`config.mk`:
```
export PLATFORM = sky130hd
export DESIGN_NAME = volume_step_controller_flat
export DESIGN_NICKNAME = d
export VERILOG_FILES = /design/src/rtl/volume_step_if.sv /design/src/rtl/volume_step_controller.sv /design/src/flat_wrapper.sv
export SDC_FILE = /design/constraint.sdc
export NUM_CORES = 1
export LEC_CHECK = 0
export CAP_MARGIN = 40
export CORE_UTILIZATION = 35
export DETAILED_ROUTE_END_ITERATION = 10
export PLACE_DENSITY_LB_ADDON = 0.08
export SLEW_MARGIN = 15
export SYNTH_ARGS = -nofsm -noshare
export SYNTH_HDL_FRONTEND = slang
export SYNTH_SLANG_ARGS = --single-unit
```
`constraint.sdc`:
```
create_clock -name clk -period 3.9 [get_ports clk]
set_input_delay 0.39 -clock clk [delete_from_list [all_inputs] [get_ports clk]]
set_output_delay 0.39 -clock clk [all_outputs]
set_load 0.02 [all_outputs]
```
`src/rtl/volume_step_if.sv`:
```
// volume_step_if: button and indicator signals of the volume step controller.
// Signals:
//   up_btn, down_btn, mute_btn  debounced button levels (master -> slave)
//   volume_level[7:0]           level shown on the indicator (slave -> master)
//   muted, at_max, at_min       status flags (slave -> master)
//   step_pulse                  one-cycle pulse on every level change (slave -> master)
interface volume_step_if;
    logic       up_btn;
    logic       down_btn;
    logic       mute_btn;
    logic [7:0] volume_level;
    logic       muted;
    logic       at_max;
    logic       at_min;
    logic       step_pulse;
    modport master(output up_btn, down_btn, mute_btn,
                   input volume_level, muted, at_max, at_min, step_pulse);
    modport slave(input up_btn, down_btn, mute_btn,
                  output volume_level, muted, at_max, at_min, step_pulse);
endinterface

```
`src/rtl/volume_step_controller.sv`:
```
// volume_step_controller: turns held up/down buttons into saturating volume steps
// with auto-repeat, plus optional mute.
// Ports:
//   clk   rising-edge clock
//   rst   synchronous active-high reset
//   bus   volume_step_if.slave: buttons in; volume_level, muted, at_max, at_min,
//         step_pulse out (all registered)
// Configuration: define VOL_MUTE_EN to build the mute logic; otherwise mute_btn is
// ignored and muted stays 0.
module volume_step_controller #(
    parameter int MAX_LEVEL    = 8,
    parameter int RESET_LEVEL  = 3,
    parameter int REPEAT_DELAY = 16,
    parameter int REPEAT_RATE  = 4
) (
    input logic          clk,
    input logic          rst,
    volume_step_if.slave bus
);
    typedef enum logic [1:0] {IDLE, HOLD, REPEAT} state_t;
    localparam logic [7:0]  MAX_L    = 8'(MAX_LEVEL);
    localparam logic [15:0] DELAY_M1 = 16'(REPEAT_DELAY - 1);
    localparam logic [15:0] RATE_M1  = 16'(REPEAT_RATE - 1);
    state_t      state_q, state_d;
    logic [7:0]  level_q, level_d, stepped, vol_q;
    logic [15:0] cnt_q, cnt_d;
    logic        up_dly_q, down_dly_q, dir_q, dir_d;
    logic        muted_q, muted_d, at_max_q, at_min_q, step_q;
    logic        up_edge, down_edge, held, other, do_step, mute_block;
    assign up_edge   = bus.up_btn & ~up_dly_q;
    assign down_edge = bus.down_btn & ~down_dly_q;
    assign held      = dir_q ? bus.up_btn : bus.down_btn;
    assign other     = dir_q ? bus.down_btn : bus.up_btn;
`ifdef VOL_MUTE_EN
    logic mute_dly_q, mute_edge;
    assign mute_edge  = bus.mute_btn & ~mute_dly_q;
    assign muted_d    = muted_q ^ mute_edge;
    // A mute edge wins over a simultaneous press; while muted every press is dropped.
    assign mute_block = muted_q | mute_edge;
    always_ff @(posedge clk) begin
        mute_dly_q <= rst ? 1'b0 : bus.mute_btn;
    end
`else
    logic mute_unused;
    assign mute_unused = bus.mute_btn;
    assign muted_d     = 1'b0;
    assign mute_block  = 1'b0;
`endif
    // Direction comes from dir_d so a press step uses the freshly latched direction.
    assign stepped = dir_d ? ((level_q == MAX_L) ? level_q : level_q + 8'd1)
                           : ((level_q == 8'd0) ? level_q : level_q - 8'd1);
    assign level_d = do_step ? stepped : level_q;
    always_comb begin
        state_d = state_q;
        cnt_d   = cnt_q;
        dir_d   = dir_q;
        do_step = 1'b0;
        if (state_q == IDLE) begin
            if (!mute_block && ((up_edge && !bus.down_btn) || (down_edge && !bus.up_btn))) begin
                do_step = 1'b1;
                dir_d   = up_edge;
                cnt_d   = '0;
                state_d = HOLD;
            end
        end else if (mute_block || !held || other) begin
            cnt_d   = '0;
            state_d = IDLE;
        end else if (cnt_q == ((state_q == HOLD) ? DELAY_M1 : RATE_M1)) begin
            do_step = 1'b1;
            cnt_d   = '0;
            state_d = REPEAT;
        end else begin
            cnt_d = cnt_q + 16'd1;
        end
    end
    always_ff @(posedge clk) begin
        if (rst) begin
            state_q    <= IDLE;
            cnt_q      <= '0;
            dir_q      <= 1'b0;
            level_q    <= 8'(RESET_LEVEL);
            up_dly_q   <= 1'b0;
            down_dly_q <= 1'b0;
            muted_q    <= 1'b0;
            vol_q      <= 8'(RESET_LEVEL);
            at_max_q   <= (RESET_LEVEL == MAX_LEVEL);
            at_min_q   <= (RESET_LEVEL == 0);
            step_q     <= 1'b0;
        end else begin
            state_q    <= state_d;
            cnt_q      <= cnt_d;
            dir_q      <= dir_d;
            level_q    <= level_d;
            up_dly_q   <= bus.up_btn;
            down_dly_q <= bus.down_btn;
            muted_q    <= muted_d;
            vol_q      <= muted_d ? 8'd0 : level_d;
            at_max_q   <= (level_d == MAX_L);
            at_min_q   <= (level_d == 8'd0);
            step_q     <= (level_d != level_q);
        end
    end
    assign bus.volume_level = vol_q;
    assign bus.muted        = muted_q;
    assign bus.at_max       = at_max_q;
    assign bus.at_min       = at_min_q;
    assign bus.step_pulse   = step_q;
endmodule
```
`src/flat_wrapper.sv`:
```
// flat-port wrapper written by rule: the top's interface ports become plain ports
module volume_step_controller_flat 
#(
    parameter int MAX_LEVEL    = 8,
    parameter int RESET_LEVEL  = 3,
    parameter int REPEAT_DELAY = 16,
    parameter int REPEAT_RATE  = 4
)
  (clk, rst, bus_up_btn, bus_down_btn, bus_mute_btn, bus_volume_level, bus_muted, bus_at_max, bus_at_min, bus_step_pulse);
  volume_step_if bus_i ();
  input logic clk;
  input logic rst;
  input wire logic [$bits(bus_i.up_btn)-1:0] bus_up_btn;
  input wire logic [$bits(bus_i.down_btn)-1:0] bus_down_btn;
  input wire logic [$bits(bus_i.mute_btn)-1:0] bus_mute_btn;
  output wire logic [$bits(bus_i.volume_level)-1:0] bus_volume_level;
  output wire logic [$bits(bus_i.muted)-1:0] bus_muted;
  output wire logic [$bits(bus_i.at_max)-1:0] bus_at_max;
  output wire logic [$bits(bus_i.at_min)-1:0] bus_at_min;
  output wire logic [$bits(bus_i.step_pulse)-1:0] bus_step_pulse;
  assign bus_i.up_btn = bus_up_btn;
  assign bus_i.down_btn = bus_down_btn;
  assign bus_i.mute_btn = bus_mute_btn;
  assign bus_volume_level = bus_i.volume_level;
  assign bus_muted = bus_i.muted;
  assign bus_at_max = bus_i.at_max;
  assign bus_at_min = bus_i.at_min;
  assign bus_step_pulse = bus_i.step_pulse;
  volume_step_controller #(.MAX_LEVEL(MAX_LEVEL), .RESET_LEVEL(RESET_LEVEL), .REPEAT_DELAY(REPEAT_DELAY), .REPEAT_RATE(REPEAT_RATE)) u_core (.clk(clk), .rst(rst), .bus(bus_i));
endmodule
```
**Word level (Yosys, flattened, before mapping)**

Cells that the tools add are included.

- Divide/modulo/power cells: 0
- Shifts and indexed selects: 0
- Muxes and demuxes: 21
- Reduce and logical (&&, ||, !) cells: 12
- Order comparisons: 0
- $add $sub $neg: 3
- Equality and inequality tests: 6
- Multipliers: 0
- Bitwise logic cells: 4

Operators with widths:

| cell | count |
|---|---|
| $mux 16 | 4 |
| $mux 8 | 4 |
| $add 16x1->16 const B | 1 |
| $eq 16x16->1 | 1 |
| $eq 8x4->1 const B | 2 |
| $logic_not 8->1 | 2 |
| $add 8x1->8 const B | 1 |
| $mux 1 | 8 |
| $mux 2 | 4 |
| $ne 8x8->1 | 1 |
| $sub 8x1->8 const B | 1 |
| $mux 4 | 1 |
| $logic_not 1->1 | 3 |
| $reduce_bool 3->1 | 1 |
| $and 1x1->1 | 2 |
| $eq 2x1->1 const B | 1 |
| $logic_and 1x1->1 | 2 |
| $logic_not 2->1 | 1 |
| $logic_or 1x1->1 | 2 |
| $ne 2x2->1 const B | 1 |
| $not 1->1 | 2 |
| $reduce_and 2->1 | 1 |

- Latch bits: 0
- Flip-flop bits (word level): 32
- Bits in writable memories: 0
- Logic and storage cells: 55
- Bits of input ports: 5
- ROM bits: 0
- Output and inout bits: 12
- Memories kept: 0

**Logic depth before layout (Yosys ltp)**

- Word-level depth: 9
- Depth in mapped cells: 10
- Mapped depth without buffers: 9

**Worst setup path after synthesis**

Ideal clock, no wire load.

- Path type: register -> register
- From: reg u_core.level_q[1]
- To: reg u_core.at_min_q, in the netlist u_core.bus.at_min
- Buffers on the path: 1
- Slack: 1.647 ns
- Library setup time: 0.124 ns
- Required time: 3.776 ns
- Period minus slack after synthesis: 2.253 ns
- Data arrival time: 2.128 ns
- Stages on the path, launching flop included: 11
- Path through: dfxtp_1 inv_1 ha_1 nor3b_1 o2bb2ai_1 or2_1 clkbuf_1 a21oi_1 mux2_2 o2111ai_1 nor3b_2

- Word-level cells in the longest chain between the ends: 5
- Elaborated cells on any way between the ends: 9
- Classes of those cells: add/sub (2); eq/ne (1); mux (4); reduce/logical (2)

RTL lines:

| item | line | RTL |
|---|---|---|
| start, declared | volume_step_controller.sv:25 | `logic [7:0] level_q, level_d, stepped, vol_q;` |
| start signal, assigned | volume_step_controller.sv:81 | `level_q <= 8'(RESET_LEVEL);` |
| start signal, assigned | volume_step_controller.sv:93 | `level_q <= level_d;` |
| $sub 8x1->8, or another cell as far along | volume_step_controller.sv:51 | `: ((level_q == 8'd0) ? level_q : level_q - 8'd1);` |
| $mux 8, on equally long branches | volume_step_controller.sv:51, volume_step_controller.sv:50 |  |
| $mux 8 | volume_step_controller.sv:50 | `assign stepped = dir_d ? ((level_q == MAX_L) ? level_q : level_q + 8'd1)` |
| $mux 8 * | volume_step_controller.sv:52 | `assign level_d = do_step ? stepped : level_q;` |
| $logic_not 8->1 * | volume_step_controller.sv:99 | `at_min_q <= (level_d == 8'd0);` |
| end signal, assigned | volume_step_controller.sv:87 | `at_min_q <= (RESET_LEVEL == 0);` |
| end signal, assigned | volume_step_controller.sv:99 |  |
| end, declared | volume_step_controller.sv:28 | `logic muted_q, muted_d, at_max_q, at_min_q, step_q;` |

Every way passes the cells marked *; elsewhere a longest branch is shown, timed or not.
A chain may end at the register's enable or synchronous reset.

**Worst setup path after layout**

- From: reg u_core.cnt_q[0]
- To: reg u_core.at_min_q, in the netlist u_core.bus.at_min

- Word-level cells in the longest chain between the ends: 6

RTL lines:

| item | line | RTL |
|---|---|---|
| start, declared | volume_step_controller.sv:26 | `logic [15:0] cnt_q, cnt_d;` |
| start signal, assigned | volume_step_controller.sv:91 | `cnt_q <= cnt_d;` |
| $eq 16x16->1 | volume_step_controller.sv:68 | `end else if (cnt_q == ((state_q == HOLD) ? DELAY_M1 : RATE_M1)) begin` |
| $mux 1 | volume_step_controller.sv:68 |  |
| $mux 1 | volume_step_controller.sv:65 | `end else if (mute_block \|\| !held \|\| other) begin` |
| $mux 1 | volume_step_controller.sv:58 | `if (state_q == IDLE) begin` |
| $mux 8 | volume_step_controller.sv:52 |  |
| $logic_not 8->1 | volume_step_controller.sv:99 |  |

Every way passes these cells.

==> results.md <==
- Initial Util: 36.8%
- Final instance area: roughly 0.0022 mm2
- DIE HEIGHT: roughly 76 um
- Hold WC Path Type: register to register
- Hold_sp: u_core.cnt_q[15]$_SDFFE_PP0P_
- Crit Path Class: register to register
- # IOs: 17
- Nets: roughly 260
- Total power: approximately 840 uW
- Cell Area, Placed: about 0.0021 mm2
- Count of final hold-check violations: 0
- Dpl cells: roughly 320
- Die area: 0.00577 mm2
- P_leak: approximately 0.75 nW
- Hpwl dp: 3260 um
- P&R area growth vs syn: 15.5%
- Synth warnings: 0
- Final RePlAce weighted congestion: 0.794
- WP data required: 4.11 ns
- Max FO, Critical Path: 8
- Ys async rst share: 0%
- Net count after synthesis: 250
- R2R depth: 8
- Setup violators final: 0
- Root Driver: clkbuf_8
- Met3 wire len: around 210 um
- Critical Path AT: 3.02 ns
- Post-route setup slack: around 1.1 ns
- Drt drc: 0
- Outcome: completed
- Chip width: about 76 um
- Rel. slew slack: a little over half
- Smallest hold slack: between 0.5 and 0.6 ns
- GRT Resource Usage Total: roughly 17%
- Hold Path End: u_core.cnt_q[15]$_SDFFE_PP0P_
- Max_cap viols: 0
- Clock buffer depth: 2
- Setup TNS: 0 ns
- Vias in the first global route: 1652
- Max Freq: approximately 360 MHz
- Startpoint Class: register
- Pwr per Cell Area: ~380 mW/mm2
- Routed WL per cell: roughly 14 um
- Final Critical Period: between 2 and 3 ns
- Unique masters post-synth: between 50 and 60
- Port bufs: 14
- Fin crit share: a little under three quarters
- H-tree levels: 2
- Clock sink count: 32
- Avg Vias per Cell: 5.67
- Post-synth EDFFs: 0
- Max-slew violation count: 0
- Worst slew pin tran: about 0.70 ns
- Global-route wire length before repair: about 8000 um
- Number of synthesized register bits: 32
- Core ar.: around 0.0052 mm2
- Mean Syn Cell Area: roughly 7.9 um2
- RSZ-0062 raised after global routing: no
- Top routing layer in use: met4
- R2r setup slk: approximately 1.1 ns
- Post_cts resized: 0
- Initial antenna violation count: 0
- CP Capture Type: register
- 1st-pass router iterations: 4
- Largest net degree at the start of global routing: 18
- Hold buffer count at cts: 0
- Worst skew pair latency: 0.28 ns
- TritonCTS clock tree: yes
- Final Util: 42.5%
- Inserted Diodes: 0
- Peak supply drop: between 0.2 and 0.25 mV
- Cell Rows: 26
- Metal-1 WL: approximately 2200 um
- Reg clk slew, reported paths: roughly 0.070 ns
- Worst R2R End: u_core.bus.at_min$_SDFF_PP0_
- Post-CTS setup buffer count: 0
- FF-to-FF Start: u_core.cnt_q[0]$_SDFFE_PP0P_
- Detailed Route WL: ~4700 um
- Post-synthesis instance total: ~240
- Worst hold path depth: 2
- Cell Area, Synth: ~0.0019 mm2
- Vias post-DR: around 1800
- Share of post-route cells with drive strength above 1: 7.91%
- Primary FF master, synth: dfxtp_1
- Layout Skew: approximately 0.0053 ns
- Filler cell count: between 500 and 600
- Register area share after synthesis: about 33%
- DRT antenna net count: 0
- Layout Cells excl Fill: 323
- Total CTS buffers: 5
- Starting DRT DRC Count: about 110
- Final global-route overflow total: 0
- DP Worst Slack: 0.932 ns
- Met2 wire length: 2180 um
==> registers in the layout, indices dropped and copies added, names as in the netlist <==
signal	cells
u_core.level_q	8
u_core.bus.step_pulse	1
u_core.down_dly_q	1
u_core.bus.at_min	1
u_core.state_q	2
u_core.up_dly_q	1
u_core.bus.at_max	1
u_core.cnt_q	16
u_core.dir_q	1
==> critical path: stages, from the launching register on <==
cell,delay [ns]
dfxtp_1,0.38
ha_1,0.32
nor3b_1,0.32
nand4_1,0.19
o31ai_2,0.61
o221ai_1,0.28
a2bb2oi_2,0.22
o2111ai_1,0.22
nor3b_2,0.20
==> how the worst max path moves through the flow <==
stage,startpoint,endpoint,slack [ns],cells after the start
2_1_floorplan,u_core.level_q[1]$_SDFF_PP1_,u_core.bus.at_min$_SDFF_PP0_,1.65,10
3_3_place_gp,bus_down_btn,u_core.bus.at_max$_SDFF_PP0_,0.90,8
3_5_place_dp,bus_down_btn,u_core.bus.at_min$_SDFF_PP0_,0.93,8
4_1_cts,u_core.cnt_q[0]$_SDFFE_PP0P_,u_core.bus.at_min$_SDFF_PP0_,1.14,8
5_1_grt,u_core.cnt_q[0]$_SDFFE_PP0P_,u_core.bus.at_min$_SDFF_PP0_,0.83,8
6_report,u_core.cnt_q[0]$_SDFFE_PP0P_,u_core.bus.at_min$_SDFF_PP0_,1.10,8
==> cells by family (layout without fill, tap and decap cells) <==
family | count (synthesis) | count (layout) | share of synthesized area [%]
AOI/OAI and AO/OA | 69 | 69 | 25.9
xor gates and xnor gates | 1 | 1 | 0.457
adders and majority gates | 4 | 4 | 2.61
buffers and inverters | 20 | 32 | 5.42
DFF | 32 | 32 | 33.4
muxes | 4 | 4 | 2.42
other | 1 | 1 | 0.196
and+or+nand+nor | 110 | 110 | 29.5
==> synth_stat cells (all sizes together) (6+ instances only) <==
| cell type | instances | area [um2] |
|---|---|---|
| nor2 | 39 | 149 |
| dfxtp | 32 | 641 |
| nand2 | 17 | 63.8 |
| a21oi | 15 | 75.1 |
| nand3 | 12 | 60.1 |
| o21ai | 12 | 60.1 |
| a311oi | 7 | 61.3 |
| clkbuf | 7 | 26.3 |
| inv | 7 | 26.3 |
| nor3 | 7 | 35.0 |
| buf | 6 | 51.3 |
| nor3b | 6 | 60.1 |
==> power by group <==
part           internal [mW]  switching (mW)  total (mW)
registers              0.336          0.0130       0.349
logic                 0.0562          0.0839       0.140
clock network          0.226           0.129       0.355
==> area by class of cell <==
| cell class | instances | area (um2) | area share (%) |
|---|---|---|---|
| Multi-Input combinational cell | 189 | 1170 | 52.9 |
| Clock inverter | 1 | 30.0 | 1.36 |
| Timing Repair Buffer | 17 | 160 | 7.24 |
| Tap cell | 70 | 87.6 | 3.96 |
| Inverter | 7 | 26.3 | 1.19 |
| Sequential cell | 32 | 641 | 29.0 |
| Clock buffer | 7 | 96.3 | 4.36 |
==> layer usage <==
layer	vias up	GRT usage, %
met1	846	21.9
met3	6	4.07
met5	-	0
li1	924	-
met2	54	28.0
met4	0	6.15
==> cells in the final DEF, fill, tap and decap left out, drive strengths merged, types with 3 or more instances in the layout <==
cell type and n:
inv 7, nand2 17, dfxtp 32, a21oi 15, o21ai 12, nor4 4, o31a 3, a22oi 4
o211ai 4, buf 3, ha 4, nor3b 6, nor2 39, and3 3, nand3 12, nand2b 3
or3 4, a311oi 7, nor3 7, clkdlybuf4s50 14, clkbuf 7
(Power assumes the default switching activity.)
